## config.mk

```make
export PLATFORM = sky130hd
export DESIGN_NAME = fetch_decode_buffer
export DESIGN_NICKNAME = d
export VERILOG_FILES = /design/src/rtl/fetch_decode_buffer_pkg.sv /design/src/rtl/fetch_decode_buffer.sv
export SDC_FILE = /design/constraint.sdc
export NUM_CORES = 1
export LEC_CHECK = 0
export ABC_AREA = 1
export ABC_CLOCK_PERIOD_IN_PS = 5200
export BUFFER_PORTS_ARGS = -buffer_cell sky130_fd_sc_hd__buf_2
export CORE_UTILIZATION = 45
export CTS_BUF_LIST = sky130_fd_sc_hd__clkbuf_4 sky130_fd_sc_hd__clkbuf_8 sky130_fd_sc_hd__clkbuf_16
export DETAILED_ROUTE_END_ITERATION = 10
export PLACE_DENSITY_LB_ADDON = 0.12
export SYNTH_ARGS = -nofsm -noshare
export SYNTH_HDL_FRONTEND = slang
export SYNTH_SLANG_ARGS = --single-unit
```

## constraint.sdc

```tcl
create_clock -name clk -period 5.2 [get_ports clk]
set_input_delay 1.04 -clock clk [delete_from_list [all_inputs] [get_ports clk]]
set_output_delay 1.04 -clock clk [all_outputs]
set_load 0.03 [all_outputs]
```

## src/rtl/fetch_decode_buffer_pkg.sv

```systemverilog
// Shared constants for the fetch/decode skid buffer.
//   XLEN          : PC and instruction word width
//   DEFAULT_DEPTH : default number of buffered fetch entries
//   NOP           : instruction word presented when the buffer is empty
package fetch_decode_buffer_pkg;
    localparam int XLEN          = 32;
    localparam int DEFAULT_DEPTH = 2;
    localparam logic [31:0] NOP  = 32'h0000_0000;
endpackage

```

## src/rtl/fetch_decode_buffer.sv

```systemverilog
// Fetch-to-decode instruction buffer: a small FIFO of (pc, instr) pairs
// sitting between the fetch stage and the decoder.
//
// Ports
//   clk          : clock, all state changes on the rising edge
//   rst          : synchronous active-low reset
//   in_valid     : fetch presents in_pc/in_instr
//   in_ready     : buffer has room (registered state only)
//   in_pc        : word address of the presented instruction
//   in_instr     : presented instruction word
//   flush        : redirect, drops all entries and the presented one
//   out_valid    : head entry available to decode
//   out_ready    : decode consumes the head entry
//   out_pc       : PC of head entry (0 when empty)
//   out_instr    : instruction of head entry (NOP when empty)
//   out_pc_next  : out_pc + 1, wraps at XLEN bits
//   count        : number of valid entries
module fetch_decode_buffer
    import fetch_decode_buffer_pkg::*;
#(
    parameter int DEPTH = fetch_decode_buffer_pkg::DEFAULT_DEPTH,
    parameter int XLEN  = fetch_decode_buffer_pkg::XLEN
) (
    input  logic                     clk,
    input  logic                     rst,
    input  logic                     in_valid,
    output logic                     in_ready,
    input  logic [XLEN-1:0]          in_pc,
    input  logic [XLEN-1:0]          in_instr,
    input  logic                     flush,
    output logic                     out_valid,
    input  logic                     out_ready,
    output logic [XLEN-1:0]          out_pc,
    output logic [XLEN-1:0]          out_instr,
    output logic [XLEN-1:0]          out_pc_next,
    output logic [$clog2(DEPTH):0]   count
);
    localparam int PW = $clog2(DEPTH);
    localparam int CW = PW + 1;

    if ((DEPTH < 2) || (DEPTH > 8) || ((DEPTH & (DEPTH - 1)) != 0)) begin : g_bad_depth
        $error("fetch_decode_buffer: DEPTH must be a power of two in 2..8");
    end

    logic [XLEN-1:0] pc_mem    [DEPTH];
    logic [XLEN-1:0] instr_mem [DEPTH];
    logic [PW-1:0]   wr_ptr;
    logic [PW-1:0]   rd_ptr;
    logic            push;
    logic            pop;

    // Handshake flags depend only on the registered count, so there is no
    // combinational path from out_ready/in_valid to in_ready.
    assign in_ready  = (count < CW'(DEPTH));
    assign out_valid = (count != '0);
    assign push      = in_valid && in_ready && !flush;
    assign pop       = out_valid && out_ready && !flush;

    // Pointers wrap naturally because DEPTH is a power of two.
    always_ff @(posedge clk) begin
        if (!rst || flush) begin
            wr_ptr <= '0;
            rd_ptr <= '0;
            count  <= '0;
        end else begin
            if (push) wr_ptr <= wr_ptr + PW'(1);
            if (pop)  rd_ptr <= rd_ptr + PW'(1);
            case ({push, pop})
                2'b10:   count <= count + CW'(1);
                2'b01:   count <= count - CW'(1);
                default: count <= count;
            endcase
        end
    end

    // Storage is never cleared; the empty-state masking below hides stale data.
    always_ff @(posedge clk) begin
        if (push) begin
            pc_mem[wr_ptr]    <= in_pc;
            instr_mem[wr_ptr] <= in_instr;
        end
    end

    assign out_pc      = out_valid ? pc_mem[rd_ptr]    : '0;
    assign out_instr   = out_valid ? instr_mem[rd_ptr] : XLEN'(NOP);
    // Single incrementer; an empty buffer therefore reports 0 + 1 = 1.
    assign out_pc_next = out_pc + XLEN'(1);

endmodule

```

# == Yosys cells after proc, flatten, opt, wreduce, memory -nomap -nowiden ==
# Memories as Yosys holds them, arrays and structs flattened. A register that Yosys moved wholly into a read port is not among the register bits.
# Index checks and enable logic that the tools add are counted.
# classes
shifts,0
n_eq_ne,2
n_reduce_logical,9
muxes,9
add_sub_neg,5
n_div,0
magnitude_cmp,1
n_bitwise,0
n_mul,0
# op_table
op,n
two-way mux 32 bit,2
adder 32 x 1 -> 32 bit (second input constant),1
two-way mux 1 bit,6
logical AND 1 bit,4
case mux 2 bit (2 select lines),1
nonzero test 2 bit,2
adder 1 bit (second input constant),2
adder 2 x 1 -> 2 bit (second input constant),1
== test 2 x 1 -> 1 bit (second input constant),1
== test 2 bit (second input constant),1
logical NOT 1 bit,2
< comparator 2 bit (second input constant),1
subtractor 2 x 1 -> 2 bit (second input constant),1
logical OR 1 bit,1
# totals
mem_bits_ro,0
mem_count,2
elab_cells,31
latch_bits,0
inputBits,69
regBits,4
ram_bits,128
# memory_table
memory,words,width,rd,rd_clocked_by_memory_dff,write_ports,line_no,source
instr_mem,2,32,1,1,1,fetch_decode_buffer.sv:46,logic [XLEN-1:0] instr_mem [DEPTH];
pc_mem,2,32,1,1,1,fetch_decode_buffer.sv:45,logic [XLEN-1:0] pc_mem [DEPTH];

# == Longest topological paths before layout ==
# Gate-level depths: netlist of run 1.
# logic_depth
ltp_word,5
ltp_mapped,14
ltp_nobuf,13

# == Worst setup path after synthesis of run 1 ==
# No wires, ideal clock.
# synth_path
path_type,input -> register
from,input port flush
to,memory instr_mem[1][0] (enable)
t_required_ps,4712
arrival_ps,3963
setup_slack_ps,748
path_stages,3
setup_time_ps,488
path_buffers,0
path_cell_list,inv_1 nand3_1 nor2_1
# synth_between
elab_chain_len,4
# synth_rtl
element,line_no,source
"start, declared",fetch_decode_buffer.sv:30,"input logic flush,"
logical NOT 1 bit,fetch_decode_buffer.sv:56,assign push = in_valid && in_ready && !flush;
logical AND 1 bit,fetch_decode_buffer.sv:56,
two-way mux 1 bit,fetch_decode_buffer.sv:78,if (push) begin
two-way mux 1 bit (implied by the code),fetch_decode_buffer.sv:80,instr_mem[wr_ptr] <= in_instr;
"end, declared",fetch_decode_buffer.sv:46,
# Every way passes these cells.

# == Worst setup path in the final report of run 1 ==
# layout_path
from,register count[0]
to,output port out_pc_next[24]
# layout_between
elab_chain_len,3
# layout_rtl
element,line_no,source
"start, declared",fetch_decode_buffer.sv:36,output logic [$clog2(DEPTH):0] count
"start signal, assigned",fetch_decode_buffer.sv:69,2'b10: count <= count + CW'(1);
"start signal, assigned",fetch_decode_buffer.sv:70,2'b01: count <= count - CW'(1);
"start signal, assigned",fetch_decode_buffer.sv:71,default: count <= count;
nonzero test 2 bit,fetch_decode_buffer.sv:55,assign out_valid = (count != '0);
two-way mux 32 bit,fetch_decode_buffer.sv:84,assign out_pc = out_valid ? pc_mem[rd_ptr] : '0;
adder 32 x 1 -> 32 bit,fetch_decode_buffer.sv:87,assign out_pc_next = out_pc + XLEN'(1);
"end, declared",fetch_decode_buffer.sv:35,"output logic [XLEN-1:0] out_pc_next,"
# Every way passes these cells.

==> results of run 1 <==
-- worst max-delay path, delay by kind of cell, from the launching register on --
kind	cells	cell delay, ns
fa+ha+maj	1	0.21
simple gates	7	1.04
flops	1	0.37
buf+inv	5	1.12
-- report_power, final --
part	internal [mW]	total (mW)	leakage [nW]	switching (mW)
registers	1.21	1.21	1.22	0.00714
logic	0.0526	0.181	2.01	0.128
clock network	0.843	1.28	0.292	0.436
total	2.10	2.67	3.52	0.571
-- Yosys cell counts (all sizes together) --
library cell,number
nor3,3
clkinv,1
clkbuf,7
o21bai,1
or2,2
inv,46
ha,2
dfxtp,5
nor2,63
a21oi,35
nor3b,1
nand2,263
nand3,45
edfxtp,128
buf,15
xor2,15
-- registers in the layout, indices dropped and copies added (netlist names), named ones only --
| name | flops |
|---|---|
| pc_mem | 64 |
| rd_ptr | 1 |
| wr_ptr | 1 |
| count | 2 |
| instr_mem | 64 |
-- final timing paths --
check           start              end
max          count[0]  out_pc_next[24]
min            rd_ptr             flop
max reg2reg  count[0]         count[0]
min reg2reg    rd_ptr             flop
-- layout make-up --
| cell class | instances | area, um2 | share of cell area [%] |
|---|---|---|---|
| clock inverters | 14 | 209 | 2.69 |
| repair buffers | 176 | 901 | 11.6 |
| clock buffers | 17 | 425 | 5.48 |
| inverters | 47 | 178 | 2.29 |
| multi-input cells | 430 | 1890 | 24.3 |
| well taps | 176 | 220 | 2.83 |
| diodes | 1 | 2.50 | 0.0322 |
| flip-flops and latches | 133 | 3950 | 50.8 |
-- metrics by stage --
| stage | total power [mW] | hold slack [ns] |
|---|---|---|
| 2_1_floorplan | 1.34 | 0.451 |
| 3_3_place_gp | 1.41 | 0.453 |
| 3_5_place_dp | 1.42 | 0.466 |
| 4_1_cts | 2.70 | 0.475 |
| 5_1_grt | 2.75 | 0.514 |
| 6_report | 2.67 | 0.474 |
-- cell families after synthesis --
group	count (synthesis)	share of synthesized area [%]
adder cells (fa/ha/maj)	2	0.408
AND/OR/NAND/NOR	377	25.0
flip-flops	133	64.4
XOR/XNOR	15	2.14
buffers and inverters	69	5.08
AO/OA/AOI/OAI	36	2.98
-- routing by layer --
layer / global-route usage, % / part of all wire, %
met5: 0 / 0.066
met4: 7.91 / 1.5
met3: 6.47 / 6.4
met2: 36.0 / 47
met1: 28.9 / 45
==> results.tsv, run 1 <==
stage	metric	value	unit
timing	slew_viol_final	0	
yosys	synth_top_area_share	62.7	%
worst_setup_path	path_common_cell	nand2_1	
yosys	synth_area	6130	um2
global_routing	grt_start_max_net_pins	65	
clock_network	cts_root_buf	clkbuf_16	
timing	min_period	4.19	ns
clock_network	clock_latency	0.42	ns
layout	final_design_area_no_fill	7770	um2
clock_network	clkTransAtPathRegs	0.05	ns
layout	fillers	1186	
timing	max_freq	0.239	GHz
clock_network	clockBufferDepth	2	
worst_setup_path	worstPathRequired	4.16	ns
timing	tightest_slew	0.701	ns
status	status	finished, final reports clean	
detailed_routing	drc	0	
timing	setup_viol	0	
yosys	syn_nets	703	
clock_network	numCtsBuffers	17	
hold_path	min_path_type	flop to flop	
layout	nNetsFinal	876	
layout	post-route-util	58.7	%
hold_path	hold_path_depth	2	
clock_network	holdBufCountCts	0	
placed_design	gp_congestion	0.930	
worst_setup_path	crit_path_cell_trace	nor2_4 > clkinv_2 > nand2_1 > inv_1 > ha_1 > inv_1 > nor2_4 > nand2_1 > inv_1 > nand2_1 > nand2_1 > nand2_1 > buf_2	
detailed_routing	drt_iter0_drc	366	
worst_setup_path	crit_type	flop to primary output	
clock_network	cts_sinks	133	
timing	rsz0062_at_grt	no	
global_routing	grt.overflow.total	0	
worst_setup_path	end_kind	primary output	
timing	finalCritPeriodShare	80.6	%
die	die_y	119	um
die	core	13200	um2
placed_design	port_buffers	168	
worst_setup_path	cp-start-kind	flop	
layout	drive_gt1_share	27.8	%
detailed_routing	drt-vias-per-instance	4.90	
global_routing	grt_use_total	22.4	%
pwr	p_per_area	344	nW/um2
placed_design	dp_cells	962	
yosys	ys_seq_area_share	64.4	%
global_routing	grt_pass1_wl	23800	um
placed_design	place_area	7130	um2
global_routing	antenna_found_initial	2	
flow_run	maxCapViolCount	0	
yosys	ys_types	24	
worst_setup_path	rr_worst_depth	7	
yosys	yosysTopAreaCell	edfxtp_1	
die	boundaryPins	169	
layout	stdcell_count	994	
layout	mostFrequentLayoutCell	nand2_1	
detailed_routing	wl_per_cell	15.2	um
worst_setup_path	reg2reg_slack	2.57	ns
detailed_routing	antenna_left	0	
worst_setup_path	arrival	3.15	ns
timing	setup_ws	1.01	ns
worst_setup_path	max_stage_delay	0.64	ns
timing	finClkSkew	0.00554	ns
yosys	synth.area.top_cells	edfxtp_1, nand2_1, nand3_1, nor2_1, a21oi_1	
timing	max_slew_margin	53.2	%
die	initial_core_util	46.3	%
pwr	peakVddDrop	0.262	mV
yosys	ys_ff_latch	133	
clock_network	ctsResizeCount	0	
pwr	leakage	3.52	nW
layout	layout_common_cells	nand2_1, buf_2, edfxtp_1	
clock_network	htreeDepth	4	
timing	setup_tns	0	ns
die	die_area	14100	um2
clock_network	cts_tree	built	
global_routing	grt_pass1_vias	4649	
placed_design	hpwl	10900	um
yosys	postSynthCellCount	632	
yosys	ys_warn_count	0	
detailed_routing	wl	15200	um
yosys	syn_area_per_cell	9.70	um2
worst_setup_path	crit_fanout	48	
die	dieWidth	119	um
die	rows	42	
detailed_routing	vias	4874	
placed_design	dpl_worst_slack	1.40	ns
worst_setup_path	cp_slowest_cell	clkinv_2	
layout	areaGrowthSynthToFinish	26.8	%
detailed_routing	drt_pass1_iterations	4	
clock_network	post_cts.repair.setup_buffers	0	
timing	finalHoldViolations	0	
(Power assumes the default switching activity.)
==> run 2: changes to the inputs <==
--- a/config.mk
+++ b/config.mk
@@ -6,7 +6,7 @@
 export NUM_CORES = 1
 export LEC_CHECK = 0
 export ABC_AREA = 1
-export ABC_CLOCK_PERIOD_IN_PS = 5200
+export ABC_CLOCK_PERIOD_IN_PS = 3500
 export BUFFER_PORTS_ARGS = -buffer_cell sky130_fd_sc_hd__buf_2
 export CORE_UTILIZATION = 45
 export CTS_BUF_LIST = sky130_fd_sc_hd__clkbuf_4 sky130_fd_sc_hd__clkbuf_8 sky130_fd_sc_hd__clkbuf_16
==> constraint.sdc (replaced) <==
create_clock -name clk -period 3.5 [get_ports clk]
set_input_delay 0.7 -clock clk [delete_from_list [all_inputs] [get_ports clk]]
set_output_delay 0.7 -clock clk [all_outputs]
set_load 0.03 [all_outputs]
==> run 2 against run 1 <==
Largest power group unchanged. Sequential cell count did not move. First-iteration DRC count rose by 1.4%. Wire length rose by 1.9%. Die area did not move. Core utilization rose by 0.33 points. Clock-buffer cell count rose by 2. Global-route usage rose by 0.45 points. Hold slack got worse by 0.0030 ns.
==> results.tsv, run 2 (same netlist as run 1, synthesis figures left out) <==
stage	metric	value	unit	change
timing	min_period	3.30	ns	
worst_setup_path	rr_worst_depth	8		was 7
detailed_routing	drt_iter0_drc	371		was 366
timing	finalHoldViolations	0		unchanged
pwr	combPwrFrac	7.0	%	was 6.8%
layout	drive_gt1_share	28.3	%	was 27.8%
placed_design	port_buffers	168		unchanged
clock_network	holdBufCountCts	0		unchanged
global_routing	grt.overflow.total	0		unchanged
clock_network	clock_latency	0.41	ns	was 0.42 ns
pwr	p_sw	0.850	mW	was 0.571 mW
die	boundaryPins	169		unchanged
clock_network	htreeDepth	4		unchanged
layout	layout_common_cells	nand2_1, buf_2, edfxtp_1		unchanged
worst_setup_path	path_depth	11		was 13
global_routing	grt_use_total	22.9	%	was 22.4%
clock_network	cts_root_buf	clkbuf_16		unchanged
placed_design	hpwl	11200	um	was 10900 um
worst_setup_path	rr_startpoint	count[0]		unchanged
die	rows	42		unchanged
layout	areaGrowthSynthToFinish	27.5	%	was 26.8%
pwr	clock_power_share	47.1	%	was 47.8%
status	status	finished, final reports clean		unchanged
global_routing	grt_pass1_wl	24500	um	was 23800 um
timing	max_slew_margin	63.6	%	was 53.2%
layout	stdcell_count	999		was 994
die	initial_core_util	46.3	%	unchanged
worst_setup_path	critical-path-top-delay-family	simple AND/OR/NAND/NOR gates		was buffers and inverters
pwr	power	3.93	mW	was 2.67 mW
worst_setup_path	cp-start-kind	flop		unchanged
worst_setup_path	cp_num_buf_inv	4		was 5
die	core	13200	um2	unchanged
detailed_routing	vias	4945		was 4874
worst_setup_path	worstPathRequired	2.80	ns	was 4.16 ns
placed_design	gp_congestion	0.950		was 0.930
layout	nNetsFinal	880		was 876
flow_run	maxCapViolCount	0		unchanged
layout	mostFrequentLayoutCell	nand2_1		unchanged
timing	setup_viol	0		unchanged
worst_setup_path	end_kind	primary output		unchanged
layout	biggestRegsByFlops	instr_mem (64), pc_mem (64), count (2)		unchanged
placed_design	dp_cells	966		was 962
timing	max_freq	0.303	GHz	
clock_network	cts_sinks	133		unchanged
detailed_routing	wl_per_cell	15.4	um	was 15.2 um
worst_setup_path	arrival	2.60	ns	was 3.15 ns
timing	tightest_slew	0.545	ns	was 0.701 ns
worst_setup_path	crit_path_cell_trace	buf_8 > or2_2 > nand2_2 > inv_1 > ha_1 > inv_1 > nor2_4 > nand2_2 > nor2_2 > xor2_1 > buf_2		was nor2_4 > clkinv_2 > nand2_1 > inv_1 > ha_1 > inv_1 > nor2_4 > nand2_1 > inv_1 > nand2_1 > nand2_1 > nand2_1 > buf_2
global_routing	antenna_found_initial	2		unchanged
worst_setup_path	cp_slowest_cell	dfxtp_2		was clkinv_2
timing	slew_viol_final	0		unchanged
clock_network	clockBufferDepth	2		unchanged
timing	hold_slack	0.471	ns	was 0.474 ns
worst_setup_path	reg2reg_slack	1.34	ns	was 2.57 ns
layout	register_area	3950	um2	unchanged
global_routing	grt_start_max_net_pins	36		was 65
pwr	p_per_area	503	nW/um2	was 344 nW/um2
pwr	leakage	3.56	nW	was 3.52 nW
timing	rsz0062_at_grt	yes		was no
pwr	peakVddDrop	0.563	mV	was 0.262 mV
worst_setup_path	crit_type	flop to primary output		unchanged
pwr	seq_power_share	45.9	%	was 45.4%
timing	finalCritPeriodShare	94.3	%	
clock_network	numCtsBuffers	17		unchanged
pwr	switching_share	21.6	%	was 21.4%
detailed_routing	antenna_left	0		unchanged
hold_path	min_path_type	input pin to flop		was flop to flop
global_routing	grt_pass1_vias	4816		was 4649
die	die_y	119	um	unchanged
layout	multiInputGateArea	1890	um2	unchanged
worst_setup_path	worstReg2RegEnd	count[0]		unchanged
hold_path	hold_path_depth	1		was 2
worst_setup_path	cp-endpoint	out_pc_next[14]		was out_pc_next[24]
timing	finClkSkew	0.00830	ns	was 0.00554 ns
clock_network	clkTransAtPathRegs	0.06	ns	was 0.05 ns
detailed_routing	drt-vias-per-instance	4.95		was 4.90
worst_setup_path	crit_fanout	31		was 48
die	die_area	14100	um2	unchanged
detailed_routing	drc	0		unchanged
detailed_routing	drt_pass1_iterations	7		was 4
die	dieWidth	119	um	unchanged
detailed_routing	wl	15400	um	was 15200 um
worst_setup_path	max_stage_delay	0.38	ns	was 0.64 ns
clock_network	cts_tree	built		unchanged
pwr	internal_power	3.08	mW	was 2.10 mW
layout	fillers	1191		was 1186
## run 2: cell types whose count changed in the layout (fill, tap and decap cells not counted), sizes merged
cell	delta
buf	+4
bufinv	-1
clkbuf	+2
clkinv	+4
clkinvlp	-4
## run 2: layout make-up
type                       instances  area share (%)
sequential                       133            50.5
multi-input combinational        430            24.2
timing repair buffer             180            12.2
clock buffer                      19            5.64
tap                              176            2.82
clock inverter                    13            2.32
inverter                          47            2.31
antenna                            1          0.0320
## run 2: what timing repair did
action / CTS / global route
resized for setup: 0 / 5
setup endpoints to repair: 0 / 16
setup buffers: 0 / 0
## run 2: worst min path at each step
| stage | startpoint | end | slack, ns |
|---|---|---|---|
| 6_report | in_pc[13] | pc_mem[0][13] | 0.47 |
| 3_5_place_dp | rd_ptr | rd_ptr | 0.49 |
| 2_1_floorplan | rd_ptr | flop | 0.45 |
| 5_1_grt | in_instr[23] | instr_mem[1][23] | 0.45 |
| 3_3_place_gp | rd_ptr | rd_ptr | 0.46 |
| 4_1_cts | in_instr[29] | instr_mem[1][29] | 0.46 |
## run 2: metrics by stage
| stage | utilization [%] | setup WS [ns] | area, um2 | TNS [ns] |
|---|---|---|---|---|
| floorplan | - | 0.00530 | 6130 | 0 |
| global placement | 54.2 | 0.571 | 7170 | 0 |
| detailed placement | 54.2 | 0.495 | 7170 | 0 |
| CTS | 58.9 | 0.0341 | 7800 | 0 |
| global route | 59.0 | -0.0324 | 7810 | -0.0491 |
| finish | 59.0 | 0.200 | 7810 | 0 |
## run 2: worst reg2reg max path: stages (launching register included)
cell and delay (ns):
dfxtp_1 0.38, nor2_4 0.33, inv_4 0.19, buf_4 0.23
nand2_1 0.14, nor2_1 0.07, ha_1 0.31, or2_2 0.30
a21oi_1 0.14
## run 2: layer usage
metal / part of all wire (%) / GRT usage (%) / vias up
met5: 0 / 0 / -
met1: 43 / 28.7 / 2291
met2: 48 / 37.9 / 198
li1: - / - / 2433
met3: 7.2 / 5.89 / 23
met4: 1.7 / 8.78 / 0
## run 2: power groups by stage
stage	logic, mW	registers [mW]	clock network, mW
after global routing	0.298	1.81	1.94
after floorplan	0.158	1.84	0
after CTS	0.276	1.80	1.87
final	0.274	1.80	1.85
after global placement	0.269	1.84	0
after detailed placement	0.274	1.84	0
